$ cat src/rtl/rv32m_mul_seq.sv
`timescale 1ns/1ps
// Sequential wrapper around a 32x32->64 unsigned multiplier for RV32M MUL/MULH/MULHSU/MULHU.
// Operands are captured as magnitudes and held so the multiplier can be timed as a multicycle path.
module rv32m_mul_seq #(
  parameter int unsigned LAT = 2
) (
  input  logic        clk,
  input  logic        rst_n,
  input  logic        flush,
  input  logic        in_valid,
  output logic        in_ready,
  input  logic [1:0]  op,
  input  logic [31:0] rs1,
  input  logic [31:0] rs2,
  input  logic [4:0]  rd_in,
  output logic        out_valid,
  input  logic        out_ready,
  output logic [31:0] result,
  output logic [4:0]  rd_out,
  output logic        busy,
  output logic [1:0]  dbg_state
);

  // Handshakes: a transfer happens on a rising edge where valid and ready are both high.
  // in_ready is high only in IDLE; out_valid stays high with result/rd_out frozen until out_ready.

  typedef enum logic [1:0] {
    S_IDLE = 2'd0,
    S_CALC = 2'd1,
    S_DONE = 2'd2
  } state_t;

  localparam logic [1:0] OP_MUL    = 2'b00;
  localparam logic [1:0] OP_MULH   = 2'b01;
  localparam logic [1:0] OP_MULHSU = 2'b10;
  localparam logic [3:0] CNT_INIT  = 4'(LAT - 1);

  state_t      state;
  logic [3:0]  cnt;
  logic        sampled;
  logic [31:0] a_mag;
  logic [31:0] b_mag;
  logic        neg_q;
  logic [1:0]  op_q;
  logic [4:0]  rd_q;
  logic [63:0] prod_q;

  logic        a_neg_in;
  logic        b_neg_in;
  logic [31:0] a_mag_in;
  logic [31:0] b_mag_in;
  logic [63:0] u;
  logic [63:0] p;
  logic [31:0] word;

  // MUL takes the low word, which does not depend on operand signs, so no negation there.
  always_comb begin
    a_neg_in = rs1[31] & ((op == OP_MULH) | (op == OP_MULHSU));
    b_neg_in = rs2[31] & (op == OP_MULH);
    a_mag_in = a_neg_in ? (~rs1 + 32'd1) : rs1;
    b_mag_in = b_neg_in ? (~rs2 + 32'd1) : rs2;
  end

  // Multicycle path: a_mag/b_mag are held for LAT cycles before prod_q samples u.
  assign u = 64'(a_mag) * 64'(b_mag);

  // Sign correction and word select run from prod_q in a single-cycle stage.
  always_comb begin
    p    = neg_q ? (~prod_q + 64'd1) : prod_q;
    word = (op_q == OP_MUL) ? p[31:0] : p[63:32];
  end

  assign dbg_state = state;

  always_ff @(posedge clk or negedge rst_n) begin
    if (!rst_n) begin
      state     <= S_IDLE;
      cnt       <= 4'd0;
      sampled   <= 1'b0;
      a_mag     <= 32'd0;
      b_mag     <= 32'd0;
      neg_q     <= 1'b0;
      op_q      <= 2'b00;
      rd_q      <= 5'd0;
      prod_q    <= 64'd0;
      in_ready  <= 1'b1;
      out_valid <= 1'b0;
      busy      <= 1'b0;
      result    <= 32'd0;
      rd_out    <= 5'd0;
    end else if (flush) begin
      state     <= S_IDLE;
      cnt       <= 4'd0;
      sampled   <= 1'b0;
      in_ready  <= 1'b1;
      out_valid <= 1'b0;
      busy      <= 1'b0;
    end else begin
      case (state)
        S_IDLE: begin
          if (in_valid && in_ready) begin
            a_mag    <= a_mag_in;
            b_mag    <= b_mag_in;
            neg_q    <= a_neg_in ^ b_neg_in;
            op_q     <= op;
            rd_q     <= rd_in;
            cnt      <= CNT_INIT;
            sampled  <= 1'b0;
            state    <= S_CALC;
            in_ready <= 1'b0;
            busy     <= 1'b1;
          end
        end
        S_CALC: begin
          if (!sampled) begin
            if (cnt == 4'd0) begin
              prod_q  <= u;
              sampled <= 1'b1;
            end else begin
              cnt <= cnt - 4'd1;
            end
          end else begin
            result    <= word;
            rd_out    <= rd_q;
            out_valid <= 1'b1;
            sampled   <= 1'b0;
            state     <= S_DONE;
          end
        end
        S_DONE: begin
          // in_ready returns one cycle after consumption, never in the consuming cycle.
          if (out_ready) begin
            state     <= S_IDLE;
            out_valid <= 1'b0;
            in_ready  <= 1'b1;
            busy      <= 1'b0;
          end
        end
        default: begin
          state     <= S_IDLE;
          in_ready  <= 1'b1;
          out_valid <= 1'b0;
          busy      <= 1'b0;
        end
      endcase
    end
  end

endmodule
$ cat config.mk
export PLATFORM = sky130hd
export DESIGN_NAME = rv32m_mul_seq
export DESIGN_NICKNAME = d
export VERILOG_FILES = /design/src/rtl/rv32m_mul_seq.sv
export SDC_FILE = /design/constraint.sdc
export NUM_CORES = 2
export LEC_CHECK = 0
export CAP_MARGIN = 30
export CORE_MARGIN = 2
export CORE_UTILIZATION = 30
export CTS_CLUSTER_DIAMETER = 120
export DETAILED_ROUTE_END_ITERATION = 8
export GPL_TIMING_DRIVEN = 0
export MAX_ROUTING_LAYER = met4
export SETUP_SLACK_MARGIN = 0.2
export SYNTH_ARGS = -nofsm -noshare
export SYNTH_HDL_FRONTEND = slang
export SYNTH_SLANG_ARGS = --single-unit
$ cat constraint.sdc
create_clock -name clk -period 9.2 [get_ports clk]
set_input_delay 2.76 -clock clk [delete_from_list [all_inputs] [get_ports clk]]
set_output_delay 2.76 -clock clk [all_outputs]
set_load 0.01 [all_outputs]
Word level (Yosys, flattened, before mapping)
Cells that the tools add are included.
W data, S select, Z words.
Word-level totals
  word-level logic and storage cells: 81
  output and inout port bits: 42
  bits of input ports: 76
  register bits after elaboration: 183
Operators by class
  bitwise gates (word level): 9
  $add $sub $neg: 4
  multiplexer cells: 29
  reduce and logical (&&, ||, !) cells: 13
  $mul: 1
  eq/ne operators: 11
Operator list (count)
  $mux W32: 3
  $add A32 B1 Y32 const B: 2
  $add A64 B1 Y64 const B: 1
  $mul A32 B32 Y64: 1
  $mux W64: 1
  $not A32 Y32: 2
  $not A64 Y64: 1
  $mux W4: 4
  $ne A3 B3 Y1 const B: 5
  $reduce_and A3 Y1: 5
  $mux W1: 11
  $pmux W1 S3: 3
  $mux W2: 4
  $pmux W4 S2: 1
  $reduce_and A4 Y1: 2
  $pmux W2 S3: 1
  $eq A2 B1 Y1 const B: 2
  $eq A2 B2 Y1 const B: 2
  $logic_not A2 Y1: 2
  $logic_not A4 Y1: 1
  $ne A2 B2 Y1 const B: 2
  $sub A4 B1 Y4 const B: 1
  $reduce_bool A3 Y1: 1
  $and A1 B1 Y1: 2
  other kinds (6): 7

Depth between registers and ports, before layout
  word-level depth: 5
  gate-level depth with buffers: 29
  gate-level depth less buffers: 27

Worst setup path after synthesis
Ideal clock, no wire load.
  kind: register to register
  from: reg b_mag[2]
  to: reg prod_q[60]
  arrival: 7183 ps
  cell stages (with the launch flop): 24
  period minus slack after synthesis: 7266 ps
  setup time: 83 ps
  data required time: 9117 ps
  slack: 1934 ps
  path buffers: 2
  cell sequence: dfrtp_1 clkbuf_1 nand2_1 fa_1 fa_1 fa_1 fa_1 inv_1 fa_1 fa_1 inv_1 fa_1 fa_1 inv_1 ha_1 clkbuf_1 nand2_1 or4_1 o31ai_1 a31oi_1 o21ai_0 a31oi_1 xor2_1 o21ai_0
Between the ends
  longest elaborated chain between the ends: 1
Ends and longest elaborated chain
  start, declared: line 42  | logic [31:0] b_mag;
  start signal, assigned: line 103  | b_mag <= b_mag_in;
  $mul A32 B32 Y64: line 65  | assign u = 64'(a_mag) * 64'(b_mag);
  end signal, assigned: line 117  | prod_q <= u;
  end, declared: line 46  | logic [63:0] prod_q;
No other way between the ends.
A chain may end at the register's enable or synchronous reset.

Worst setup path after layout
  from: reg b_mag[8]
  to: reg prod_q[62]
Same word-level chain as after synthesis.

==> impl_metrics.yaml <==
setup_path:
  crit_slowest_cell: "fa_1"
  worstSetupStartpointType: "register"
  r2r_slack_ps: 350
  path_common_cell: "fa_1"
  reg2reg_from: "b_mag[8]"
  crit_start: "b_mag[8]"
  worstSetupPathType: "register to register"
  crit_fanout: 8
  worst_ep_arrival_time_ps: 9260
  rr_worst_depth: 27
  worstPathRequired_ps: 9620
  endpoint_kind: "register"
  cpPeakStageDelay_ps: 740
grt:
  track_usage_pct: 24.69
  grt_pass1_wl_mm: 249.4
  busiest_layer: "met2"
  use_met1_pct: 30.59
  antenna_found_initial: 29
  gr-usage-met2_pct: 38.39
  grt_pass1_vias: 35910
  grt_use_met3_pct: 4.165
  overflow: 0
  grt_start_max_net_pins: 83
logic_synthesis:
  yosys.area.top_type: "fa_1"
  ys_ff_latch: 183
  synth_top_area_share_pct: 42.09
  synth_area_leaders: "fa_1, dfrtp_1, and2_1, ha_1, inv_1"
  synth_cell_types: 67
  synth_ff_type: "dfrtp_1"
  syn_area_per_cell_um2: 9.006
  synth_edf_count: 0
  synth_cells: 4732
  ys_async_sr_fraction_pct: 100.0
  ys.warnings.count: 0
  synth_fp_nets: 5972
  netlist_area_mm2: 0.04262
  synth.yosys.seq_area_share_pct: 10.75
cells_and_area:
  syn_to_final_growth_pct: 12.17
  fillers: 14870
  finalInstanceArea_mm2: 0.04780
  drive_gt1_share_pct: 5.436
  fin_nets: 6157
  finalNonFillerCells: 6842
timing:
  finalCriticalPeriod_ps: 8847
  drv_slew: 0
  fmax_mhz: 113.0
  period_share_pct: 96.17
  setup_ws_ps: 352.7
  fin_hold_ws_ps: 497.5
  rsz0062_at_grt: "yes"
  skew_ps: 29.77
  setup_violations: 0
  worstMarginPinSlew_ps: 1098
  relSlewSlack_pct: 26.78
  finalHoldViolations: 0
cts:
  ctsRootBufferMaster: "clkbuf_16"
  cts_made_buffers: 17
  cts.sinks: 183
  cts_tree: "done"
  cts_max_level: 4
  clkSlewWorstSetupHoldPaths_ps: 90
  cts.path.max_buffers: 2
  insertion_delay_ps: 550
floorplan:
  initial_core_util_pct: 30.17
  core_mm2: 0.1412
  ios: 118
  num_rows: 138
  die_h_um: 380.9
  die_area_mm2: 0.1451
  die_w_um: 380.9
worst_hold_path:
  min_from: "result[25]"
  hold_class: "register to register"
  whs_path_depth: 2
flow_run:
  drv_cap: 0
drt:
  wire_per_inst_um: 25.32
  vias: 34800
  first_pass_iters: 8
  wirelength_mm: 173.3
  dr.first_iter.drc_count: 3296
  ant_nets: 0
  viasPerCell: 5.086
  drc: 0
place:
  place_congestion: 1.016
  post-dp-hpwl_mm: 146.5
  placed_cells: 6784
  portBuffers: 117
  placed_area_mm2: 0.04683
  dp_slack_ps: -684.7
run_status:
  outcome: "finished clean"
[placed cells by master, fill, tap and decap left out, drive strengths merged, types with 22 or more instances in the layout]
| cell | netlist | final |
|---|---|---|
| clkbuf | 269 | 278 |
| a21oi | 136 | 136 |
| clkdlybuf4s50 | 0 | 116 |
| buf | 4 | 62 |
| xor2 | 73 | 73 |
| dfrtp | 182 | 182 |
| ha | 268 | 268 |
| nand2 | 698 | 698 |
| and2 | 580 | 580 |
| a21o | 31 | 31 |
| nor2 | 87 | 87 |
| diode | 0 | 22 |
| o21ai | 229 | 229 |
| xnor2 | 110 | 110 |
| fa | 896 | 896 |
| inv | 883 | 893 |
| o31ai | 32 | 32 |
[through the flow]
step / util (%) / TNS [ps]
finish: 33.85 / 0
global placement: 32.68 / -573140
global route: 33.83 / 0
floorplan: - / 0
detailed placement: 33.16 / -4671
CTS: 33.71 / 0
[worst max-delay path, delay by kind of cell, from the launching register on]
family                   cells  cell delay, ps
adder cells (fa/ha/maj)      9            4710
buffers and inverters        7            1070
flip-flops                   1             530
AND/OR/NAND/NOR              6            1390
XOR/XNOR                     1             180
AO/OA/AOI/OAI                4             840
[repair_timing]
action                                  in CTS  in global routing
hold buffers                                 0                  0
endpoints found under the setup margin      20                 14
endpoints found under the hold margin        0                  0
resized for setup                           92                103
buffers inserted                             0                  1
pin swaps                                    1                  1
[final timing paths]
path / to
worst max-delay path: prod_q[62]
worst min-delay path: result[25]
worst max register to register: prod_q[62]
worst min register to register: result[25]
max in group asynchronous: b_mag[24]
min in group asynchronous: out_valid
[cells in the mapped netlist (10+ instances only)]
cell type / count
fa_1: 896
inv_1: 883
nand2_1: 698
and2_1: 580
clkbuf_1: 269
ha_1: 268
o21ai_0: 207
dfrtp_1: 182
a21oi_1: 136
xnor2_1: 110
nor2_1: 87
xor2_1: 73
a21o_1: 31
o31ai_1: 31
nor3_1: 19
nor4_1: 19
nand4_1: 18
mux2_2: 17
nand3_1: 17
o21ai_1: 17
nand2b_1: 16
o21bai_1: 14
a31oi_1: 12
o41ai_1: 10
[sequential cells by signal, indices dropped and copies added (netlist names)]
name and flops:
neg_q 1, busy 1, dbg_state 2, prod_q 64, op_q 2, rd_q 5
in_ready 1, out_valid 1, a_mag 32, b_mag 32, cnt 4, rd_out 5
result 32, sampled 1
[cells by family after synthesis]
family / share of synthesized area, %
buf+inv: 10.18
flops: 10.75
compound gates: 6.923
fa+ha+maj: 49.96
xor+xnor: 3.761
simple gates: 17.90
mux: 0.5255
[metal layers]
metal / vias to the layer above / part of all wire [%]
li1: 14650 / -
met1: 18180 / 39
met2: 1564 / 46
met3: 405 / 8.0
met4: 0 / 6.4
met5: - / 0
[area by class of cell]
type	count	area (um2)	share of cell area, %
multi-input combinational	3393	33740	70.59
inverter	883	3314	6.933
timing repair buffer	166	1901	3.976
buffer	273	1170	2.447
tap	1890	2365	4.947
antenna	22	55.05	0.1152
clock buffer	17	425.4	0.8899
sequential	183	4606	9.634
clock inverter	15	225.2	0.4711
Power is not shown: default switching activity piles up to over one toggle a cycle in this logic, so the estimate is an artifact.
